`src/rtl/noc_port_mux_pkg.sv`:
```
// rtl/noc_port_mux_pkg.sv - shared router constants, port indices and select type
package noc_port_mux_pkg;

    localparam int DATAW = 8;
    localparam int VCHW  = 1;
    localparam int NPORT = 5;

    // Input port indices; directional aliases follow the usual router layout
    localparam int PORT_0 = 0;
    localparam int PORT_1 = 1;
    localparam int PORT_2 = 2;
    localparam int PORT_3 = 3;
    localparam int PORT_4 = 4;

    localparam int PORT_LOCAL = PORT_0;
    localparam int PORT_N     = PORT_1;
    localparam int PORT_E     = PORT_2;
    localparam int PORT_S     = PORT_3;
    localparam int PORT_W     = PORT_4;

    typedef logic [NPORT-1:0] sel_t;

endpackage

```
`src/rtl/onehot_check.sv`:
```
// rtl/onehot_check.sv - classifies a select vector as idle, one-hot or multi-hot
module onehot_check
    import noc_port_mux_pkg::*;
(
    input  logic [NPORT-1:0] sel,
    output logic             is_zero,
    output logic             is_multi
);

    logic [NPORT-1:0] low_cleared;

    // Clearing the lowest set bit leaves something only when two or more bits were set
    always_comb begin
        low_cleared = sel & (sel - NPORT'(1));
        is_zero     = (sel == '0);
        is_multi    = (low_cleared != '0);
    end

endmodule

```
`src/rtl/noc_port_mux.sv`:
```
// rtl/noc_port_mux.sv - registered 5:1 flit selector for one router output port
module noc_port_mux
    import noc_port_mux_pkg::*;
(
    input  logic             clk,
    input  logic             rst,
    input  logic [DATAW-1:0] idata_0,
    input  logic [DATAW-1:0] idata_1,
    input  logic [DATAW-1:0] idata_2,
    input  logic [DATAW-1:0] idata_3,
    input  logic [DATAW-1:0] idata_4,
    input  logic             ivalid_0,
    input  logic             ivalid_1,
    input  logic             ivalid_2,
    input  logic             ivalid_3,
    input  logic             ivalid_4,
    input  logic [VCHW-1:0]  ivch_0,
    input  logic [VCHW-1:0]  ivch_1,
    input  logic [VCHW-1:0]  ivch_2,
    input  logic [VCHW-1:0]  ivch_3,
    input  logic [VCHW-1:0]  ivch_4,
    input  logic [NPORT-1:0] sel,
    output logic [DATAW-1:0] odata,
    output logic             ovalid,
    output logic [VCHW-1:0]  ovch,
    output logic             sel_err
);

    logic             sel_zero;
    logic             sel_multi;

    logic [DATAW-1:0] mux_data;
    logic             mux_valid;
    logic [VCHW-1:0]  mux_vch;

    logic [DATAW-1:0] odata_d,   odata_q;
    logic             ovalid_d,  ovalid_q;
    logic [VCHW-1:0]  ovch_d,    ovch_q;
    logic             sel_err_d, sel_err_q;

    onehot_check u_onehot_check (
        .sel      (sel),
        .is_zero  (sel_zero),
        .is_multi (sel_multi)
    );

    // AND-OR selection; only meaningful when sel is one-hot, masked below otherwise
    always_comb begin
        mux_data  = ({DATAW{sel[PORT_0]}} & idata_0)
                  | ({DATAW{sel[PORT_1]}} & idata_1)
                  | ({DATAW{sel[PORT_2]}} & idata_2)
                  | ({DATAW{sel[PORT_3]}} & idata_3)
                  | ({DATAW{sel[PORT_4]}} & idata_4);
        mux_valid = (sel[PORT_0] & ivalid_0)
                  | (sel[PORT_1] & ivalid_1)
                  | (sel[PORT_2] & ivalid_2)
                  | (sel[PORT_3] & ivalid_3)
                  | (sel[PORT_4] & ivalid_4);
        mux_vch   = ({VCHW{sel[PORT_0]}} & ivch_0)
                  | ({VCHW{sel[PORT_1]}} & ivch_1)
                  | ({VCHW{sel[PORT_2]}} & ivch_2)
                  | ({VCHW{sel[PORT_3]}} & ivch_3)
                  | ({VCHW{sel[PORT_4]}} & ivch_4);
    end

    // Idle or illegal select drives a null flit; illegal select also raises the error flag
    always_comb begin
        odata_d   = '0;
        ovalid_d  = 1'b0;
        ovch_d    = '0;
        sel_err_d = sel_multi;
        if (!sel_zero && !sel_multi) begin
            odata_d  = mux_data;
            ovalid_d = mux_valid;
            ovch_d   = mux_vch;
        end
    end

    // Single output register stage; reset wins over any select
    always_ff @(posedge clk) begin
        if (rst) begin
            odata_q   <= '0;
            ovalid_q  <= 1'b0;
            ovch_q    <= '0;
            sel_err_q <= 1'b0;
        end else begin
            odata_q   <= odata_d;
            ovalid_q  <= ovalid_d;
            ovch_q    <= ovch_d;
            sel_err_q <= sel_err_d;
        end
    end

    assign odata   = odata_q;
    assign ovalid  = ovalid_q;
    assign ovch    = ovch_q;
    assign sel_err = sel_err_q;

endmodule

```
`config.mk`:
```
export PLATFORM = sky130hd
export DESIGN_NAME = noc_port_mux
export DESIGN_NICKNAME = d
export VERILOG_FILES = /design/src/rtl/noc_port_mux_pkg.sv /design/src/rtl/onehot_check.sv /design/src/rtl/noc_port_mux.sv
export SDC_FILE = /design/constraint.sdc
export NUM_CORES = 1
export LEC_CHECK = 0
export ABC_AREA = 1
export CORE_AREA = 10 10 76 62
export CTS_BUF_LIST = sky130_fd_sc_hd__clkbuf_4
export DETAILED_ROUTE_END_ITERATION = 8
export DIE_AREA = 0 0 86 72
export GPL_TIMING_DRIVEN = 0
export PLACE_DENSITY = 0.71
export SLEW_MARGIN = 25
export SYNTH_ARGS = -nofsm -noshare
export SYNTH_HDL_FRONTEND = slang
export SYNTH_SLANG_ARGS = --single-unit
```
`constraint.sdc`:
```
create_clock -name clk -period 1 [get_ports clk]
set_input_delay 0.15 -clock clk [delete_from_list [all_inputs] [get_ports clk]]
set_output_delay 0.15 -clock clk [all_outputs]
set_load 0.005 [all_outputs]
```
After elaboration in Yosys (flattened, before gate mapping)

Cells that the tools add are included.
W data, S select, Z words.

Bitwise gates (word level): 29
Reductions and logical operators: 6
$add $sub $neg: 1

Operators with widths:

| operator              | number |
|---|---|
| $and A8 B8 Y8         | 5 |
| $or A8 B8 Y8          | 4 |
| $and A1 B1 Y1         | 10 |
| $or A1 B1 Y1          | 8 |
| $and A5 B5 Y5         | 1 |
| $logic_not A5 Y1      | 1 |
| $reduce_bool A5 Y1    | 1 |
| $sub A5 B1 Y5 const B | 1 |
| $logic_not A1 Y1      | 2 |
| $reduce_or A2 Y1      | 1 |
| $logic_and A1 B1 Y1   | 1 |
| $not A1 Y1            | 1 |

Register bits after elaboration: 11
Output and inout bits: 11

Longest topological paths before layout

Gate-level depths: netlist of run 1.

Depth in word-level cells: 7
Mapped depth: 5
Gate-level depth less buffers: 5

By module

Synthesis of run 1 repeated with hierarchy kept, for this count alone.

Cell total of the unflattened synthesis: 122
Area total of the unflattened synthesis: 680.7 µm²

Modules (own cells, without submodules):

| module       | cells each | area an instance (µm²) | sequential area each (µm²) | instances |
|---|---|---|---|---|
| noc_port_mux | 111        | 639.4                  | 220.2                      | 1 |
| onehot_check | 11         | 41.3                   | 0.0                        | 1 |

Worst setup path before layout of run 1

No wires, ideal clock.

Path type: in2reg
Start: in sel[0]
End: reg odata_q[0], in the netlist odata[0]
Cell stages on the path: 4
Setup slack: 0.282 ns
Library setup time: 0.118 ns
Data arrival time: 0.600 ns
Path buffers: 0
Cells stage by stage: nor2_2 nand3b_1 nand2_4 nor3_2

Cells in the longest elaborated chain, start to end: 7

Ends and longest elaborated chain:

| item                       | RTL line           | source |
|---|---|---|
| start, declared            | noc_port_mux.sv:22 | `input logic [NPORT-1:0] sel,` |
| $sub A5 B1 Y5              | onehot_check.sv:14 | `low_cleared = sel & (sel - NPORT'(1));` |
| $and A5 B5 Y5              | onehot_check.sv:14 |  |
| $reduce_bool A5 Y1         | onehot_check.sv:16 | `is_multi = (low_cleared != '0);` |
| $logic_not A1 Y1           | noc_port_mux.sv:72 | `if (!sel_zero && !sel_multi) begin` |
| $logic_and A1 B1 Y1        | noc_port_mux.sv:72 |  |
| $not A1 Y1 (no line)       | --                 |  |
| $reduce_or A2 Y1 (no line) | --                 |  |
| end signal, assigned       | noc_port_mux.sv:87 | `odata_q <= odata_d;` |
| end, declared              | noc_port_mux.sv:36 | `logic [DATAW-1:0] odata_d, odata_q;` |

Parallel ways exist; a longest one is shown, timed or not.
A chain may end at the register's enable or synchronous reset.

Final worst setup path of run 1

Start: reg ovalid_q, in the netlist ovalid
End: out ovalid

RTL lines:

| item                   | RTL line           | source |
|---|---|---|
| start, declared        | noc_port_mux.sv:37 | `logic ovalid_d, ovalid_q;` |
| start signal, assigned | noc_port_mux.sv:88 | `ovalid_q <= ovalid_d;` |
| end, declared          | noc_port_mux.sv:24 | `output logic ovalid,` |

No word-level cell between the ends.

==> results of run 1 <==
-- worst paths after layout --
| check | cells past startpoint | start | to |
|---|---|---|---|
| setup / recovery | 1 | ovalid$_SDFF_PP0_ | ovalid |
| hold / removal | 4 | sel[4] | sel_err$_SDFF_PP0_ |
-- synth_stat cells (all sizes together) --
cell type,instances
inv,1
buf,5
nand3b,1
a21oi,1
nand2,69
dfxtp,11
nand3,10
nor2,12
nor3,10
-- metrics by stage --
stage	utilization	hold WS, ns	power (mW)	area [um^2]
finish	0.474	0.430	1.23	1530
floorplan	-	0.219	0.658	773
global route	0.474	0.450	1.33	1530
detailed placement	0.464	0.732	0.961	1490
CTS	0.469	0.458	1.25	1510
global placement	0.464	0.729	0.956	1490
-- logic make-up after synthesis --
logic type      after synthesis
simple gates                102
flops                        11
compound gates                1
buf+inv                       6
-- final cells by class --
class | instances | area (um^2)
fillers | 353 | 1700
repair buffers | 69 | 668
multi-input cells | 103 | 497
flip-flops and latches | 11 | 220
plain buffers | 5 | 56.3
well taps | 40 | 50.0
clock buffers | 4 | 30.0
inverters | 1 | 3.75
-- power groups by stage --
stage / Clock [mW] / Combinational [mW] / Sequential [mW]
2_1_floorplan: 0 / 0.183 / 0.475
3_3_place_gp: 0 / 0.485 / 0.471
3_5_place_dp: 0 / 0.489 / 0.472
4_1_cts: 0.314 / 0.474 / 0.461
5_1_grt: 0.343 / 0.525 / 0.462
6_report: 0.302 / 0.472 / 0.461
-- per-layer routing --
layer | GRT usage | share of wire
met5 | 0 | 0
met4 | 0.0274 | 0.0057
met3 | 0.0357 | 0.094
met2 | 0.157 | 0.49
met1 | 0.107 | 0.41
-- registers in the layout, indices dropped and copies added (netlist names) --
name / cells
odata: 8
ovalid: 1
ovch: 1
sel_err: 1
-- what timing repair did --
item                                    4_1_cts  5_1_grt
pin swaps                                     1        0
cloned                                        1        1
endpoints found under the setup margin       21       11
resized for setup                            15        5
==> reports/results.tsv, run 1 <==
stage	metric	value	unit
setup_path	crit-path max cell delay	0.30	ns
synth	Yosys cell types	13	
sta	RSZ-0062 raised after global routing	false	
setup_path	CP required	0.85	ns
floorplan	core area	3220	um^2
clock_network	Reg clk slew, reported paths	0.06	ns
setup_path	Critical Setup Path Class	register to output port	
clock_network	hold_buf cts	0	
run	Max Cap Violations	0	
route	DRT Pass-1 Iters	4	
clock_network	cts bufs inserted	3	
sta	Slew Limit Fails	0	
layout	non-filler instance count after layout	233	
setup_path	Worst Path Buf+Inv	1	
synth	top cell type's share of synthesized area	0.316	
sta	Final Hold Vio Count	0	
place	Port Buffers	67	
global_routing	first-pass GRT wire length	4710	um
place	HPWL after DPL	2640	um
route	Detail Route Antenna Nets	0	
sta	Slew @ Worst Pin	0.174	ns
synth	Post-Synth XOR/XNOR Area	0	
power	Comb pwr share	0.382	
synth	synthesized area per cell	6.44	um^2
synth	Synth Cell Area	773	um^2
synth	multiplexer area fraction after synthesis	0	
power	pwr dens	809	nW/um^2
route	drt total wl	2960	um
layout	Antenna Cells	0	
synth	largest cells by area after synthesis	nand2_1, dfxtp_1, nor3_2, nand3_1, buf_6	
layout	fraction of layout cells with a size suffix above 1	0.140	
route	DR iter-0 viols	48	
clock_network	Setup Buffers After CTS	0	
setup_path	CP max-delay cell	dfxtp_1	
global_routing	antenna violations before repair	0	
global_routing	gr usage total	0.0933	
layout	Nets	251	
floorplan	IO Pins	68	
synth	largest family of logic cells by synthesized area	simple AND/OR/NAND/NOR gates	
power	maximum vdd drop	0.205	mV
clock_network	Clock Tree Root	clkbuf_4	
setup_path	CP Capture Type	output port	
route	DR vias	955	
layout	leading cell type in the layout, fill and taps excluded	nand2_1	
status	status	complete, no violations	
power	P_int	927	uW
clock_network	H-Tree Depth	1	
synth	Synth area leader	nand2_1	
power	leakage power	0.738	nW
global_routing	GR Overflow Total	0	
floorplan	Die X	86	um
setup_path	CP Cell Sequence	dlygate4sd2_1	
clock_network	clock buffer depth	2	
floorplan	die area	6190	um^2
power	sw frac	0.249	
setup_path	critical path fanouts, max	1	
worst_hold_path	worst hold path class	input port to register	
route	DR vias/cell	4.10	
floorplan	starting density of the core	0.240	
route	WL per Instance	12.7	um
place	placed instance count	227	
synth	register area share after synthesis	0.285	
sta	Setup WS post-layout	0.0427	ns
sta	final setup fails	0	
power	Sw Pwr	307	uW
route	DR DRC count	0	
setup_path	Critical Path Start Type	register	
sta	Final period util	0.957	
setup_path	Worst Path Arrival	0.81	ns
global_routing	number of global-route vias before repair	949	
synth	Synth Instances	120	
setup_path	Top delay family on crit path	flip-flops	
sta	Final min period	0.957	ns
synth	#FFs+latches synth	11	
synth	YS warnings	0	
place	Final GP Congestion	0.738	
synth	post-synthesis adder-cell area fraction	0	
floorplan	FP Rows	18	
sta	fmax	1.04	GHz
floorplan	Die H	72	um
synth	Compound-Gate Fraction of Synth Area	0.00647	
clock_network	CTS sink cnt	11	
global_routing	pin count of the biggest net entering global routing	11	
sta	final setup TNS	0	ns
place	Place WS	-0.320	ns
sta	Max-slew headroom	0.884	
clock_network	CTS tree	yes	
power	clock power share	0.244	
synth	simple-gate portion of the synthesized area	0.636	
power	sequential power share	0.373	
layout	area added between synthesis and finish	97.2	%
layout	most frequent cells in the layout	nand2_1, clkdlybuf4s50_1, dlygate4sd2_1, dfxtp_1	
synth	syn_nets	177	
Note: power is estimated with default switching activity, not from simulation.
==> run 2: changes to the inputs <==
--- a/config.mk
+++ b/config.mk
@@ -6,13 +6,15 @@
 export NUM_CORES = 1
 export LEC_CHECK = 0
 export ABC_AREA = 1
-export CORE_AREA = 10 10 76 62
+export CORE_AREA = 8 8 70 57
 export CTS_BUF_LIST = sky130_fd_sc_hd__clkbuf_4
 export DETAILED_ROUTE_END_ITERATION = 8
-export DIE_AREA = 0 0 86 72
+export DIE_AREA = 0 0 78 65
 export GPL_TIMING_DRIVEN = 0
-export PLACE_DENSITY = 0.71
+export PLACE_DENSITY = 0.75
+export RECOVER_POWER = 25
 export SLEW_MARGIN = 25
 export SYNTH_ARGS = -nofsm -noshare
 export SYNTH_HDL_FRONTEND = slang
+export SYNTH_HIERARCHICAL = 1
 export SYNTH_SLANG_ARGS = --single-unit
==> run 2 against run 1 <==
Net effect:
- combinational power shrank 5.3%
- first-iteration DRC count shrank 8.3%
- sequential power is essentially flat
- via count grew 2.2%
- global-route usage grew 2.3 points
- worst setup slack lost 0.0044 ns
- maximum frequency shrank 0.46%
- critical endpoint is now odata[3]
- largest cell class unchanged
==> reports/results.tsv, run 2 <==
stage	metric	value	unit	change
floorplan	starting density of the core	0.239		was 0.240
synth	syn_nets	179		was 177
layout	Nets	252		was 251
floorplan	FP Rows	17		was 18
setup_path	Worst Path Arrival	0.81	ns	about the same
run	Max Cap Violations	0		unchanged
power	pwr dens	847	nW/um^2	was 809 nW/um^2
sta	hold slack	0.435	ns	was 0.430 ns
synth	multiplexer area fraction after synthesis	0		unchanged
setup_path	Worst Path Buf+Inv	1		unchanged
clock_network	CTS sink cnt	11		unchanged
layout	final core occ	0.514		was 0.474
global_routing	GR Overflow Total	0		unchanged
layout	fraction of layout cells with a size suffix above 1	0.113		was 0.140
route	DR vias/cell	4.21		was 4.10
sta	Max-slew headroom	0.865		was 0.884
place	placed instance count	227		unchanged
synth	most frequent cell after synthesis	nand2_1		unchanged
place	Port Buffers	67		unchanged
sta	Slew Limit Fails	0		unchanged
synth	post-synthesis adder-cell area fraction	0		unchanged
sta	Slew @ Worst Pin	0.202	ns	was 0.174 ns
route	DR iter-0 viols	44		was 48
power	leakage power	0.709	nW	was 0.738 nW
synth	Async SR Flop Fraction	0		unchanged
synth	largest family of logic cells by synthesized area	simple AND/OR/NAND/NOR gates		unchanged
synth	top post-synthesis cells by count	nand2_1, nor2_1, dfxtp_1, nand3_1, buf_4		was nand2_1, dfxtp_1, nand3_1, nor2_1, nor3_2
floorplan	IO Pins	68		unchanged
sta	Final Hold Vio Count	0		unchanged
layout	area added between synthesis and finish	115	%	was 97.2%
synth	simple-gate portion of the synthesized area	0.599		was 0.636
clock_network	Setup Buffers After CTS	0		unchanged
route	DR vias	976		was 955
setup_path	CP max-delay cell	dfxtp_1		unchanged
floorplan	Die X	78	um	was 86 um
global_routing	first-pass GRT wire length	4710	um	about the same
floorplan	core area	2850	um^2	was 3220 um^2
route	WL per Instance	12.6	um	was 12.7 um
synth	Synth area leader	nand2_1		unchanged
place	HPWL after DPL	2270	um	was 2640 um
setup_path	CP required	0.85	ns	about the same
route	Detail Route Antenna Nets	0		unchanged
route	DR DRC count	0		unchanged
layout	Largest register FFs	8		unchanged
synth	Synth Instances	122		was 120
setup_path	CP Capture Type	output port		unchanged
layout	leading cell type in the layout, fill and taps excluded	nand2_1		unchanged
clock_network	cts bufs inserted	3		unchanged
setup_path	crit-path max cell delay	0.30	ns	about the same
setup_path	Critical Path Start Type	register		unchanged
sta	Final period util	0.962		was 0.957
global_routing	GR Util met2	0.179		was 0.157
route	DRT Pass-1 Iters	4		unchanged
floorplan	die area	5070	um^2	was 6190 um^2
clock_network	Reg clk slew, reported paths	0.07	ns	was 0.06 ns
clock_network	Clock Tree Root	clkbuf_4		unchanged
global_routing	met3 Use GR	0.0468		was 0.0357
global_routing	number of global-route vias before repair	963		was 949
place	Place WS	-0.463	ns	was -0.320 ns
synth	Compound-Gate Fraction of Synth Area	0		was 0.00647
global_routing	pin count of the biggest net entering global routing	11		unchanged
status	status	complete, no violations		unchanged
clock_network	CTS tree	yes		unchanged
synth	register area share after synthesis	0.324		was 0.285
layout	Antenna Cells	0		unchanged
sta	Setup WS post-layout	0.0383	ns	was 0.0427 ns
layout	most frequent cells in the layout	nand2_1, clkdlybuf4s50_1, nor2_1, dfxtp_1, nand3_1		was nand2_1, clkdlybuf4s50_1, dlygate4sd2_1, dfxtp_1
clock_network	hold_buf cts	0		unchanged
setup_path	CP Cell Sequence	dlygate4sd2_1		unchanged
synth	Synth Cell Area	681	um^2	was 773 um^2
sta	fmax	1.04	GHz	about the same
global_routing	antenna violations before repair	0		unchanged
global_routing	GRT Max-Usage Layer	met2		unchanged
power	maximum vdd drop	0.287	mV	was 0.205 mV
synth	#FFs+latches synth	11		unchanged
synth	Yosys cell types	8		was 13
synth	YS warnings	6		was 0
setup_path	critical path fanouts, max	1		unchanged
synth	top_reg_cell synth	dfxtp_1		unchanged
synth	synthesized area per cell	5.58	um^2	was 6.44 um^2
setup_path	Critical Setup Path Class	register to output port		unchanged
layout	non-filler instance count after layout	232		was 233
synth	Post-Synth XOR/XNOR Area	0		unchanged
sta	Final min period	0.962	ns	was 0.957 ns
route	drt total wl	2920	um	was 2960 um
synth	top cell type's share of synthesized area	0.369		was 0.316
sta	final setup fails	0		unchanged
worst_hold_path	worst hold path class	input port to register		unchanged
global_routing	gr usage total	0.116		was 0.0933
global_routing	met1 global-route usage	0.148		was 0.107
clock_network	clock buffer depth	2		unchanged
place	Final GP Congestion	0.730		was 0.738
synth	EDFF count, synth	0		unchanged
floorplan	Die H	65	um	was 72 um
power	total power	1.24	mW	was 1.23 mW
synth	largest cells by area after synthesis	nand2_1, dfxtp_1, nor2_1, nand3_1, buf_4		was nand2_1, dfxtp_1, nor3_2, nand3_1, buf_6
setup_path	Top delay family on crit path	flip-flops		unchanged
clock_network	H-Tree Depth	1		unchanged
==> run 2: cell types whose count changed after synthesis, sizes merged <==
cell and change:
nand3b -1, a21oi -1, inv +1, nor2 +13
nor3 -10
==> run 2: final cells by class <==
type                       instances  area, um^2
buffer                             5        45.0
timing repair buffer              67         657
clock buffer                       4        30.0
fill                             301        1390
multi-input combinational        105         457
inverter                           2        7.51
tap                               38        47.5
sequential                        11         220
==> run 2: path summary, 6_finish.rpt <==
kind	from	endpoint	slack (ns)	cells after the start
min	rst	sel_err$_SDFF_PP0_	0.44	2
max	odata[3]$_SDFF_PP0_	odata[3]	0.04	1
==> run 2: stage by stage <==
stage / area (um^2) / setup TNS (ns)
2_1_floorplan: 681 / 0
6_report: 1460 / 0
3_5_place_dp: 1400 / -4.72
5_1_grt: 1460 / -0.118
3_3_place_gp: 1400 / -4.50
4_1_cts: 1420 / 0
==> run 2: cells by family after synthesis <==
family / Yosys count
flip-flops: 11
buffers and inverters: 7
AND/OR/NAND/NOR: 104
==> run 2: power breakdown <==
group / switching (mW) / internal (mW) / total, mW
Sequential: 0.00391 / 0.457 / 0.461
Combinational: 0.166 / 0.280 / 0.447
Clock: 0.151 / 0.181 / 0.333
Total: 0.322 / 0.918 / 1.24
==> run 2: what timing repair did <==
action	in CTS	in global routing
setup endpoints to repair	21	18
pin swaps	4	9
gates resized for setup	18	20
cloned	1	0
==> run 2: routing by layer <==
| layer | wire length [um] | vias up |
|---|---|---|
| li1 | - | 516 |
| met1 | 1370 | 410 |
| met2 | 1240 | 48 |
| met3 | 299 | 2 |
| met4 | 10 | 0 |
| met5 | 0 | - |
